<file path="src/rtl/con_bridge_pkg.sv">
// Shared constants for the console-to-datamem bridge: opcodes, default
// response bytes and the FSM state encoding.
package con_bridge_pkg;

   // Command opcodes received over the console link
   localparam logic [7:0] OP_WRITE = 8'h57;   // 'W'
   localparam logic [7:0] OP_READ  = 8'h52;   // 'R'

   // Default response bytes
   localparam logic [7:0] DEFAULT_ACK = 8'h06;
   localparam logic [7:0] DEFAULT_NAK = 8'h15;

   // Bridge FSM state encoding
   localparam logic [2:0] ST_IDLE     = 3'd0;
   localparam logic [2:0] ST_GET_ADDR = 3'd1;
   localparam logic [2:0] ST_GET_DATA = 3'd2;
   localparam logic [2:0] ST_MEM_WR   = 3'd3;
   localparam logic [2:0] ST_MEM_RD   = 3'd4;
   localparam logic [2:0] ST_MEM_CAP  = 3'd5;
   localparam logic [2:0] ST_SEND     = 3'd6;

   // True for bytes that open a multi-byte command
   function automatic logic is_opcode(input logic [7:0] b);
      return (b == OP_WRITE) || (b == OP_READ);
   endfunction

endpackage

</file>
<file path="src/rtl/con_word_serializer.sv">
// Holds a response word and hands it to the serial transmitter one byte at a
// time, MSB first. Responses are either 1 byte (placed in word[31:24]) or 4.
//
// Handshake: tx_valid rises the cycle after load and stays high, with tx_data
// frozen, until tx_ready is seen high on a rising edge; a byte transfers only
// on tx_valid && tx_ready. done is high in the cycle whose edge transfers the
// final byte, so the owner can leave SEND on that same edge.
module con_word_serializer (
   input  logic        con_clk,
   input  logic        nrst,
   input  logic        load,
   input  logic [31:0] load_word,
   input  logic        load_len4,
   input  logic        tx_ready,
   output logic [7:0]  tx_data,
   output logic        tx_valid,
   output logic        done
);

   logic [31:0] word;
   logic [1:0]  sent;
   logic        len4;

   assign tx_data = word[31:24];
   assign done    = tx_valid && tx_ready && (!len4 || (sent == 2'd3));

   // Load a new word, then shift one byte out per accepted handshake
   always_ff @(posedge con_clk or negedge nrst) begin
      if (!nrst) begin
         word     <= '0;
         sent     <= '0;
         len4     <= 1'b0;
         tx_valid <= 1'b0;
      end else if (load) begin
         word     <= load_word;
         sent     <= '0;
         len4     <= load_len4;
         tx_valid <= 1'b1;
      end else if (tx_valid && tx_ready) begin
         if (done) begin
            // Keep the last byte on tx_data; only valid drops
            tx_valid <= 1'b0;
            sent     <= '0;
         end else begin
            word <= {word[23:0], 8'h00};
            sent <= sent + 2'd1;
         end
      end
   end

endmodule

</file>
<file path="src/rtl/con_mem_bridge.sv">
// Console-to-datamem bridge. Parses 'W' addr_hi addr_lo d3 d2 d1 d0 and
// 'R' addr_hi addr_lo commands from a byte stream, drives datamem port B and
// returns ACK, NAK or the 4 read bytes through the word serializer.
module con_mem_bridge
   import con_bridge_pkg::*;
#(
   parameter int unsigned TIMEOUT_CYCLES = 1000000,
   parameter logic [7:0]  ACK_BYTE       = DEFAULT_ACK,
   parameter logic [7:0]  NAK_BYTE       = DEFAULT_NAK
) (
   input  logic        con_clk,
   input  logic        nrst,
   input  logic [7:0]  rx_data,
   input  logic        rx_valid,
   output logic [7:0]  tx_data,
   output logic        tx_valid,
   input  logic        tx_ready,
   output logic [3:0]  con_write,
   output logic [9:0]  con_addr,
   output logic [31:0] con_in,
   input  logic [31:0] con_out,
   output logic        busy,
   output logic        err_drop,
   output logic [2:0]  state_dbg
);

   localparam int TW = (TIMEOUT_CYCLES > 1) ? $clog2(TIMEOUT_CYCLES) : 1;

   logic [2:0]    state;
   logic          is_write;
   logic [1:0]    byte_idx;
   logic [TW-1:0] tmo_cnt;
   logic          tmo_hit;
   logic          in_cmd;
   logic          drop_now;

   logic          ser_load;
   logic [31:0]   ser_word;
   logic          ser_len4;
   logic          ser_done;

   assign state_dbg = state;
   assign busy      = (state != ST_IDLE);
   assign con_write = (state == ST_MEM_WR) ? 4'hF : 4'h0;
   assign in_cmd    = (state == ST_GET_ADDR) || (state == ST_GET_DATA);
   assign tmo_hit   = in_cmd && !rx_valid && (tmo_cnt == TW'(TIMEOUT_CYCLES - 1));
   assign drop_now  = rx_valid && (state == ST_MEM_WR || state == ST_MEM_RD ||
                                   state == ST_MEM_CAP || state == ST_SEND);

   // Pick the response to hand to the serializer on the way into SEND
   always_comb begin
      ser_load = 1'b0;
      ser_word = '0;
      ser_len4 = 1'b0;
      case (state)
         ST_IDLE: begin
            if (rx_valid && !is_opcode(rx_data)) begin
               ser_load = 1'b1;
               ser_word = {NAK_BYTE, 24'h0};
            end
         end
         ST_MEM_WR: begin
            ser_load = 1'b1;
            ser_word = {ACK_BYTE, 24'h0};
         end
         ST_MEM_CAP: begin
            ser_load = 1'b1;
            ser_word = con_out;
            ser_len4 = 1'b1;
         end
         default: ;
      endcase
   end

   // Command parser FSM, inactivity timeout and drop reporting
   always_ff @(posedge con_clk or negedge nrst) begin
      if (!nrst) begin
         state    <= ST_IDLE;
         is_write <= 1'b0;
         byte_idx <= '0;
         tmo_cnt  <= '0;
         con_addr <= '0;
         con_in   <= '0;
         err_drop <= 1'b0;
      end else begin
         err_drop <= drop_now || tmo_hit;
         case (state)
            ST_IDLE: begin
               byte_idx <= '0;
               tmo_cnt  <= '0;
               if (rx_valid) begin
                  if (is_opcode(rx_data)) begin
                     is_write <= (rx_data == OP_WRITE);
                     state    <= ST_GET_ADDR;
                  end else begin
                     state <= ST_SEND;
                  end
               end
            end
            ST_GET_ADDR: begin
               if (rx_valid) begin
                  tmo_cnt <= '0;
                  if (byte_idx == 2'd0) begin
                     con_addr[9:8] <= rx_data[1:0];
                     byte_idx      <= 2'd1;
                  end else begin
                     con_addr[7:0] <= rx_data;
                     byte_idx      <= 2'd0;
                     state         <= is_write ? ST_GET_DATA : ST_MEM_RD;
                  end
               end else if (tmo_hit) begin
                  tmo_cnt  <= '0;
                  byte_idx <= '0;
                  state    <= ST_IDLE;
               end else begin
                  tmo_cnt <= tmo_cnt + TW'(1);
               end
            end
            ST_GET_DATA: begin
               if (rx_valid) begin
                  tmo_cnt  <= '0;
                  con_in   <= {con_in[23:0], rx_data};
                  byte_idx <= byte_idx + 2'd1;
                  if (byte_idx == 2'd3) begin
                     state <= ST_MEM_WR;
                  end
               end else if (tmo_hit) begin
                  tmo_cnt  <= '0;
                  byte_idx <= '0;
                  state    <= ST_IDLE;
               end else begin
                  tmo_cnt <= tmo_cnt + TW'(1);
               end
            end
            ST_MEM_WR:  state <= ST_SEND;
            ST_MEM_RD:  state <= ST_MEM_CAP;
            ST_MEM_CAP: state <= ST_SEND;
            ST_SEND: begin
               if (ser_done) begin
                  state <= ST_IDLE;
               end
            end
            default:    state <= ST_IDLE;
         endcase
      end
   end

   con_word_serializer u_ser (
      .con_clk   (con_clk),
      .nrst      (nrst),
      .load      (ser_load),
      .load_word (ser_word),
      .load_len4 (ser_len4),
      .tx_ready  (tx_ready),
      .tx_data   (tx_data),
      .tx_valid  (tx_valid),
      .done      (ser_done)
   );

endmodule

</file>
<file path="config.mk">
export PLATFORM = sky130hd
export DESIGN_NAME = con_mem_bridge
export DESIGN_NICKNAME = d
export VERILOG_FILES = /design/src/rtl/con_bridge_pkg.sv /design/src/rtl/con_word_serializer.sv /design/src/rtl/con_mem_bridge.sv
export SDC_FILE = /design/constraint.sdc
export NUM_CORES = 1
export LEC_CHECK = 0
export ABC_AREA = 1
export BUFFER_PORTS_ARGS = -buffer_cell sky130_fd_sc_hd__buf_4
export CELL_PAD_IN_SITES_DETAIL_PLACEMENT = 0
export CELL_PAD_IN_SITES_GLOBAL_PLACEMENT = 1
export CORE_ASPECT_RATIO = 0.75
export CORE_MARGIN = 2
export CORE_UTILIZATION = 30
export CTS_CLUSTER_SIZE = 40
export DETAILED_ROUTE_END_ITERATION = 7
export GPL_TIMING_DRIVEN = 0
export PLACE_DENSITY_LB_ADDON = 0.1
export SKIP_CTS_REPAIR_TIMING = 1
export SYNTH_ARGS = -nofsm -noshare
export SYNTH_HDL_FRONTEND = slang
export SYNTH_SLANG_ARGS = --single-unit
</file>
<file path="constraint.sdc">
create_clock -name con_clk -period 2.2 [get_ports con_clk]
set_clock_uncertainty 0.2 [all_clocks]
set_input_delay 0.33 -clock con_clk [delete_from_list [all_inputs] [get_ports con_clk]]
set_output_delay 0.33 -clock con_clk [all_outputs]
set_load 0.03 [all_outputs]
</file>
# Word level (Yosys, flattened, before mapping)
# Index checks and enable logic that the tools add are counted.
# word_totals
ff_bits	105
inputBits	44
word_cells	97
# op_classes
add_sub_neg	3
n_eq_ne	16
n_mux	33
bitwise	1
reduce_logical	32
# ops
operator	n
2-to-1 mux 32 bit	3
one-hot mux 32 bit (3 select lines)	1
2-to-1 mux 20 bit	2
one-hot mux 20 bit (2 select lines)	1
2-to-1 mux 29 bit	1
2-to-1 mux 3 bit	9
adder 20 x 1 -> 20 bit, second input constant	1
== test 20 bit, second input constant	1
one-hot mux 3 bit (6 select lines)	1
== test 8 x 7 -> 1 bit, second input constant	2
2-to-1 mux 2 bit	6
== test 3 bit, second input constant	3
AND reduction 3 bit	3
logical OR 1 bit	7
== test 3 x 2 -> 1 bit, second input constant	2
logical AND 1 bit	6
2-to-1 mux 1 bit	6
!= test 2 bit, second input constant	3
one-hot mux 2 bit (3 select lines)	1
AND reduction 2 bit	3
nonzero test 2 bit	3
nonzero test 3 bit	2
adder 2 x 1 -> 2 bit, second input constant	2
== test 2 bit, second input constant	2
11 further kinds	14

# Longest topological paths before layout
# Gate-level depths: netlist of run 1.
# logic_depth
ltp_word	8
ltp_mapped	12
depth_no_buf	12

# Cells and area by module
# Synthesis of run 1 repeated with hierarchy kept, for this count alone.
# unflattened
cells_unflattened	699
hier_area_um2	5580.4
# by_module_without_submodules
module	instances	cells_per_inst	area_per_inst_um2	seq_area_each_um2
con_mem_bridge	1	453	3574.7	1726.7
con_word_serializer	1	246	2005.7	900.9

# Worst setup path after synthesis of run 1
# No wires, ideal clock.
# synth_timing
path_kind	register to register
startpoint	register state[1] (netlist: state_dbg[1])
endpoint	register tmo_cnt[14]
setup_ns	0.119
arrival_ns	1.650
setup_slack_ns	0.231
path_stages_with_launch	11
path_buffers	2
period_less_slack_ns	1.969
cell_sequence	dfrtp_1 buf_6 a21oi_4 nand2_1 nor2_1 nand2_2 nand3_2 nand2_2 inv_2 buf_6 nor2_1
# synth_between
elab_chain_len	7
elab_cells_between_ends	11
classes_between	eq/ne (2); mux (3); reduce/logical (6)
# synth_lines
element	line	text
start, declared	con_mem_bridge.sv:29	logic [2:0] state;
start signal, assigned	con_mem_bridge.sv:109	state <= is_write ? ST_GET_DATA : ST_MEM_RD;
== test 3 x 1 -> 1 bit or == test 3 x 2 -> 1 bit (tied branches)	con_mem_bridge.sv:45, con_mem_bridge.sv:87	
logical OR 1 bit	con_mem_bridge.sv:45	assign in_cmd = (state == ST_GET_ADDR) || (state == ST_GET_DATA);
logical AND 1 bit (2 in series)	con_mem_bridge.sv:46	assign tmo_hit = in_cmd && !rx_valid && (tmo_cnt == TW'(TIMEOUT_CYCLES - 1));
2-to-1 mux 20 bit	con_mem_bridge.sv:111, con_mem_bridge.sv:127	
2-to-1 mux 20 bit	con_mem_bridge.sv:101	if (rx_valid) begin
one-hot mux 20 bit (2 select lines)	con_mem_bridge.sv:87	case (state)
end signal, assigned	con_mem_bridge.sv:116	tmo_cnt <= tmo_cnt + TW'(1);
end signal, assigned	con_mem_bridge.sv:132	tmo_cnt <= tmo_cnt + TW'(1);
end, declared	con_mem_bridge.sv:32	logic [TW-1:0] tmo_cnt;
# Several ways; a longest one is shown, not always the timed one.
# A chain may end at the register's enable or synchronous reset.

# Worst setup path in the final report of run 1
# layout_timing
startpoint	register state[2] (netlist: state_dbg[2])
endpoint	output con_write[3]
# layout_between
elab_chain_len	2
# layout_lines
element	line	text
== test 3 x 2 -> 1 bit	con_mem_bridge.sv:44	assign con_write = (state == ST_MEM_WR) ? 4'hF : 4'h0;
2-to-1 mux 4 bit	con_mem_bridge.sv:44	
end, declared	con_mem_bridge.sv:18	output logic [3:0] con_write,
# No other way between the ends.

==> flow_summary.toml, run 1 <==
[logic_synthesis]
ys_seq_area_frac = 0.519
synth_nets = 688
ys_types = 31
synth_ff_type = "dfrtp_1"
synth_edf_count = 0
synthArstFlopShare = 1.00
synth_area_sq_um = 5060
netlist_instances = 640
yosysWarnings = 0
ys_seq_elements = 105
synth.avg_cell_area_sq_um = 7.91

[clocking]
cts_tree = "built"
clock_latency_ns = 0.36
numCtsBuffers = 9
cts_sinks = 105
path_clk_slew_ns = 0.08
cts_htree_levels = 3
root_buffer = "clkbuf_16"
clockBufferDepth = 2

[critical_path]
crit_chain = "buf_6 -> inv_1 -> nand3_2 -> inv_2 -> buf_4 -> buf_4"
arrival_ns = 1.57
crit_required_ns = 1.67
setup.worst_path.start_class = "flip-flop"
worst-r2r-setup-slack_ns = 0.18
cp_max_fo = 7
cp_slowest_cell = "dfrtp_1"
critical-path-max-stage-delay_ns = 0.40
worstSetupEndpointType = "output port"
crit_type = "reg -> out"
crit_top_cell = "buf_4"

[detailed_routing]
drc = 0
drt_iter0_markers = 194
route.antenna.remaining_nets = 0
wirelength_microns = 13600
drt-pass1-iter-count = 4
avgRoutedWirePerCell_microns = 13.8
viasPerCell = 4.39
vias = 4344

[final_layout]
syn_to_final_growth_pct = 30.5
layout_common_cells = "217 x nand2_1, 118 x buf_4, 104 x dfrtp_1"
drive_gt1_frac = 0.226
final_common_cell = "nand2_1"
antennaDiodeCount = 0
num-nets-final = 817
final_util = 0.396
fin_cells = 989

[global_routing]
antenna_found_initial = 0
grt_pass1_wl_microns = 21300
overflow = 0
grt_pass1_vias = 4058
grt_util_all_layers = 0.153
grt_max_degree = 106

[die]
rows = 41
chipHeight_microns = 117
ioPinCount = 104
die-width_microns = 154
die_area_sq_um = 17900
core_sq_um = 16700
start_util = 0.304

[run]
maxCapViolCount = 0

[status]
status = "complete, but fails checks"
violations = "hold timing"

[placement]
place_congestion = 0.797
io_buffer_count = 102
dpl.hpwl_microns = 9750
dp_cells = 957

[timing]
slew_headroom = 0.606
slew_viol_final = 0
worstMarginPinSlew_ns = 0.591
max_freq_mhz = 477
setup_viol_count_final = 0
rsz0062_at_grt = "true"
fin_crit_sh = 0.953
period_needed_ns = 2.10
hold_viol = 1
holdWs_ns = -0.0145

[power_and_ir_drop]
ir_drop_mv = 0.568
power_leakage_uw = 0.00345
power.density_nw_per_um2 = 1390

[hold_path]
hp-class = "in -> reg"
[flip-flops by register name, summed over array words and instances (netlist names)]
signal,flops
byte_idx,2
state_dbg,3
u_ser.sent,2
tmo_cnt,20
u_ser.tx_valid,1
is_write,1
u_ser.len4,1
con_addr,10
con_in,32
u_ser.word,32
err_drop,1
[metal layers]
layer  GRT usage  part of all wire  vias up
li1            -                 -     2227
met1       0.223              0.54     2036
met2       0.219              0.41       73
met3      0.0471             0.048        8
met4      0.0393            0.0071        0
met5           0                 0        -
[cells in the mapped netlist (all sizes together) (6+ instances only)]
library cell / n / area (sq um)
a21oi: 7 / 46.3
nor3: 12 / 70.1
dfrtp: 105 / 2630
nor2: 58 / 240
clkbuf: 7 / 26.3
inv: 87 / 327
buf: 24 / 181
nand3: 24 / 135
xor2: 6 / 52.6
o21ai: 65 / 325
nand2: 221 / 845
[power breakdown]
group	internal (uW)	switching (uW)
clock network	815	848
registers	2600	427
logic	1660	2850
[final cells by class]
class / instances / area (sq um)
Timing Repair Buffer: 117 / 935
Fill cell: 1765 / 10100
Clock buffer: 9 / 225
Tap cell: 215 / 269
Sequential cell: 105 / 2630
Buffer: 31 / 209
Clock inverter: 7 / 82.6
Inverter: 88 / 335
Multi-Input combinational cell: 417 / 1920
[stage by stage]
step	power (uW)	setup slack, ns	hold slack (ns)	TNS [ns]	instance area (sq um)
after floorplan	5840	0.231	-0.166	0	5060
after global placement	7350	-0.0159	0.259	-0.0893	6100
after CTS	9100	-0.0309	-0.0498	-0.0952	6410
final	9200	0.103	-0.0145	0	6610
after detailed placement	7390	-0.0288	0.263	-0.130	6100
after global routing	9890	-0.0204	0.0101	-0.0204	6610
[path summary, 6_finish.rpt]
| path | startpoint | endpoint | cells after the start |
|---|---|---|---|
| worst max register to register | state_dbg[0] | u_ser.word[12] | 11 |
| worst max-delay path | state_dbg[2] | con_write[3] | 6 |
| worst min register to register | u_ser.word[1] | u_ser.word[1] | 2 |
| min in group asynchronous | nrst | tmo_cnt[19] | 2 |
| max in group asynchronous | nrst | state_dbg[0] | 3 |
| worst min-delay path | con_out[5] | u_ser.word[5] | 3 |
[logic make-up after synthesis]
logic type / count (synthesis) / synth area share
AOI/OAI and AO/OA: 80 / 0.0845
xor gates and xnor gates: 9 / 0.0156
adders and majority gates: 4 / 0.00988
buffers and inverters: 119 / 0.106
DFF: 105 / 0.519
and+or+nand+nor: 323 / 0.265
[critical path, delay by kind of cell (launching register included)]
kind / cells / cell delay (ns)
buffers and inverters: 5 / 0.68
DFF: 1 / 0.40
and+or+nand+nor: 1 / 0.14
Power figures use the tool's default switching activity.
==> run 2, diff against run 1 <==
--- a/config.mk
+++ b/config.mk
@@ -11,11 +11,12 @@
 export CELL_PAD_IN_SITES_GLOBAL_PLACEMENT = 1
 export CORE_ASPECT_RATIO = 0.75
 export CORE_MARGIN = 2
-export CORE_UTILIZATION = 30
+export CORE_UTILIZATION = 40
 export CTS_CLUSTER_SIZE = 40
 export DETAILED_ROUTE_END_ITERATION = 7
 export GPL_TIMING_DRIVEN = 0
 export PLACE_DENSITY_LB_ADDON = 0.1
+export RECOVER_POWER = 25
 export SKIP_CTS_REPAIR_TIMING = 1
 export SYNTH_ARGS = -nofsm -noshare
 export SYNTH_HDL_FRONTEND = slang
==> constraint.sdc (replaced) <==
create_clock -name con_clk -period 2 [get_ports con_clk]
set_clock_uncertainty 0.2 [all_clocks]
set_input_delay 0.3 -clock con_clk [delete_from_list [all_inputs] [get_ports con_clk]]
set_output_delay 0.3 -clock con_clk [all_outputs]
set_load 0.03 [all_outputs]
==> flow_summary.toml, run 2 (synthesized netlist as in run 1, its figures left out) <==
[critical_path]
cp_max_fo = 7
path_buf_inv = 5
cp_slowest_cell = "dfrtp_1"
crit_top_cell = "buf_6"
worstSetupEndpointType = "output port"
arrival_ns = 1.46
crit_chain = "buf_6 -> clkinvlp_4 -> nand3_4 -> inv_4 -> buf_6 -> buf_6"
crit_required_ns = 1.50
crit_type = "reg -> out"
critical-path-max-stage-delay_ns = 0.37
setup.worst_path.start_class = "flip-flop"
cpLargestDelayFamily = "buffers and inverters"

[placement]
dp_cells = 908
io_buffer_count = 102
dpl.hpwl_microns = 9010
place_congestion = 0.809

[detailed_routing]
viasPerCell = 4.56
vias = 4364
drt-pass1-iter-count = 4
avgRoutedWirePerCell_microns = 13.3
route.antenna.remaining_nets = 0
drc = 0
drt_iter0_markers = 264
wirelength_microns = 12700

[global_routing]
grt-busiest-layer = "met1"
grt_pass1_wl_microns = 20500
grt_pass1_vias = 4065
grt_max_degree = 106
met1_usage = 0.281
grt_util_all_layers = 0.192
antenna_found_initial = 0
met3_usage = 0.0596
overflow = 0
grt_use_met2 = 0.276

[clocking]
root_buffer = "clkbuf_16"
clockBufferDepth = 2
cts_tree = "built"
clock_latency_ns = 0.35
path_clk_slew_ns = 0.08
cts_htree_levels = 3
numCtsBuffers = 9
cts_sinks = 105

[power_and_ir_drop]
pwr-share-seq = 0.318
power.switching_uw = 4580
power.density_nw_per_um2 = 1540
power.internal_uw = 5890
power_leakage_uw = 0.00355
power.total_uw = 10500
clockPowerShare = 0.170
p_comb_frac = 0.512
switching_share = 0.437
ir_drop_mv = 0.818

[timing]
slew_headroom = 0.237
worstMarginPinSlew_ns = 1.14
max_freq_mhz = 509
setup_tns_ns = 0
fin_crit_sh = 0.981
slew_viol_final = 0
hold_viol = 0
rsz0062_at_grt = "true"
setup_viol_count_final = 0
period_needed_ns = 1.96

[die]
chipHeight_microns = 101
start_util = 0.412
core_sq_um = 12300
die-width_microns = 134
die_area_sq_um = 13600
rows = 35
ioPinCount = 104

[final_layout]
multi_input_area_sq_um = 1980
layout_common_cells = "214 x nand2_1, 126 x buf_4, 104 x dfrtp_1"
reg.largest.list = "con_in: 32 flops, u_ser.word: 32 flops, tmo_cnt: 20 flops"
fin_cells = 956
final_util = 0.554
fillers = 1186
final-seq-area_sq_um = 2630
antennaDiodeCount = 0
num-nets-final = 833
syn_to_final_growth_pct = 34.6
drive_gt1_frac = 0.259
final_common_cell = "nand2_1"

[status]
status = "finished, final reports clean"

[hold_path]
hp-class = "in -> reg"

[run]
maxCapViolCount = 0
[run 2: layout make-up]
| class | count | share of cell area |
|---|---|---|
| Sequential cell | 105 | 0.386 |
| Multi-Input combinational cell | 416 | 0.291 |
| Timing Repair Buffer | 134 | 0.161 |
| Inverter | 88 | 0.0521 |
| Buffer | 31 | 0.0347 |
| Clock buffer | 9 | 0.0330 |
| Tap cell | 166 | 0.0305 |
| Clock inverter | 7 | 0.0119 |
[run 2: metal layers]
layer	wire length (microns)	share of wire
met5	0	0
met4	114	0.0089
met3	816	0.064
met2	5470	0.43
met1	6340	0.50
[run 2: final timing paths]
path,from,endpoint,slack [ns],depth (start not counted)
max,state_dbg[2],con_write[1],0.04,6
min,rx_data[3],con_addr[3],0.04,3
max reg2reg,state_dbg[2],u_ser.word[16],0.08,12
min reg2reg,u_ser.word[1],u_ser.word[1],0.28,2
max in group asynchronous,nrst,con_addr[2],0.24,3
min in group asynchronous,nrst,tmo_cnt[11],0.51,2
[run 2: worst min-delay path, delay by kind of cell]
kind,cells,cell delay [ns]
buffers and inverters,2,0.16
AO/OA/AOI/OAI,1,0.08
[run 2: through the flow]
stage | hold WS (ns) | worst slack [ns] | area [sq um]
final | 0.0353 | 0.0372 | 6820
after global routing | 0.0279 | -0.0693 | 6820
after global placement | 0.258 | -0.181 | 6040
after detailed placement | 0.262 | -0.171 | 6040
after CTS | -0.0643 | -0.180 | 6340
after floorplan | -0.196 | 0.0310 | 5060
[run 2: power groups by stage]
stage	combinational (uW)	sequential [uW]	clock, uW
floorplan	2350	4080	0
global placement	4660	3340	0
finish	5360	3330	1780
global route	5940	3420	1920
CTS	4720	3330	1830
detailed placement	4700	3360	0
==> run 3, diff against run 2 <==
--- a/config.mk
+++ b/config.mk
@@ -16,7 +16,7 @@
 export DETAILED_ROUTE_END_ITERATION = 7
 export GPL_TIMING_DRIVEN = 0
 export PLACE_DENSITY_LB_ADDON = 0.1
-export RECOVER_POWER = 25
+export RECOVER_POWER = 50
 export SKIP_CTS_REPAIR_TIMING = 1
 export SYNTH_ARGS = -nofsm -noshare
 export SYNTH_HDL_FRONTEND = slang
==> flow_summary.toml, run 3 (synthesized netlist as in run 1, its figures left out) <==
[final_layout]
reg.largest.list = "con_in: 32 flops, u_ser.word: 32 flops, tmo_cnt: 20 flops"
final_common_cell = "nand2_1"
layout_common_cells = "214 x nand2_1, 104 x dfrtp_1, 103 x buf_4"
num-nets-final = 833
drive_gt1_frac = 0.230
antennaDiodeCount = 0
design_area_sq_um = 6730
syn_to_final_growth_pct = 32.9

[detailed_routing]
avgRoutedWirePerCell_microns = 13.3
drt-pass1-iter-count = 5
route.antenna.remaining_nets = 0
drt_iter0_markers = 285
wirelength_microns = 12700
drc = 0
vias = 4373
viasPerCell = 4.57

[status]
status = "finished, final reports clean"

[timing]
slew_viol_final = 0
period_needed_ns = 1.96
setup_viol_count_final = 0
max_freq_mhz = 510
hold_viol = 0
worstMarginPinSlew_ns = 1.14
rsz0062_at_grt = "true"
fin_crit_sh = 0.980
slew_headroom = 0.238

[global_routing]
met3_usage = 0.0596
overflow = 0
grt-busiest-layer = "met1"
antenna_found_initial = 0
grt_max_degree = 106
met1_usage = 0.281
grt_pass1_vias = 4065
grt_pass1_wl_microns = 20500
grt_use_met2 = 0.276
grt_util_all_layers = 0.192

[placement]
io_buffer_count = 102
place_congestion = 0.809
dpl.hpwl_microns = 9010
place_area_sq_um = 6040

[critical_path]
crit_required_ns = 1.50
crit_type = "reg -> out"
cp_max_fo = 7
arrival_ns = 1.46
worstSetupEndpointType = "output port"
setup.worst_path.start_class = "flip-flop"
r2r_cells = 12

[clocking]
root_buffer = "clkbuf_16"
numCtsBuffers = 9
cts_htree_levels = 3
clockBufferDepth = 2
cts_tree = "built"
clock_latency_ns = 0.34
cts_sinks = 105
path_clk_slew_ns = 0.08

[die]
start_util = 0.412
core_sq_um = 12300
die-width_microns = 134
chipHeight_microns = 101
die_area_sq_um = 13600
rows = 35
ioPinCount = 104

[hold_path]
hp-class = "in -> reg"
worstHoldPathCells = 3

[power_and_ir_drop]
power.density_nw_per_um2 = 1530
power_leakage_uw = 0.00346
power.total_uw = 10300
ir_drop_mv = 0.817

[run]
maxCapViolCount = 0
==> run 3: cell types whose count changed in the layout (fill, tap and decap cells not counted) <==
| cell | before | now |
|---|---|---|
| buf_4 | 126 | 103 |
| clkbuf_1 | 4 | 27 |
==> run 3: metal layers <==
metal | part of all wire | vias up
li1 | - | 2260
met1 | 0.50 | 2021
met2 | 0.43 | 83
met3 | 0.062 | 9
met4 | 0.0097 | 0
met5 | 0 | -
==> run 3: layout make-up <==
cell class                 instances  area (sq um)
sequential                       105          2630
tap                              166           208
timing repair buffer             134          1010
clock inverter                     7          81.3
clock buffer                       9           225
inverter                          88           355
buffer                            31           236
fill                            1206          5580
multi-input combinational        416          1980
==> run 3: report_power, final <==
part / switching, uW / internal, uW / total [uW]
Combinational: 3230 / 1970 / 5200
Sequential: 457 / 2860 / 3320
Clock: 878 / 896 / 1770
Total: 4570 / 5730 / 10300
==> run 3: critical path, stage by stage (launching register included) <==
cell and delay (ns):
dfrtp_1 0.37, buf_6 0.16, clkinvlp_4 0.13, nand3_4 0.15, inv_4 0.07, buf_6 0.11
buf_6 0.12
==> run 3: stage by stage <==
stage | hold WS (ns) | TNS [ns] | instances | setup WS (ns) | utilization
after floorplan | -0.196 | 0 | 640 | 0.0310 | -
final | 0.0372 | 0 | 956 | 0.0408 | 0.547
after global routing | 0.0279 | -0.564 | 956 | -0.0693 | 0.547
after detailed placement | 0.262 | -4.16 | 908 | -0.171 | 0.491
after CTS | -0.0643 | -4.46 | 924 | -0.180 | 0.516
after global placement | 0.258 | -3.59 | 908 | -0.181 | 0.491
==> run 3: worst paths after layout <==
kind / startpoint / to / slack [ns]
setup / recovery: state_dbg[2] / con_write[1] / 0.04
hold / removal: rx_data[3] / con_addr[3] / 0.04
setup reg to reg: state_dbg[2] / u_ser.word[16] / 0.08
hold reg to reg: u_ser.word[1] / u_ser.word[1] / 0.28
max in group asynchronous: nrst / con_addr[2] / 0.24
min in group asynchronous: nrst / tmo_cnt[11] / 0.51
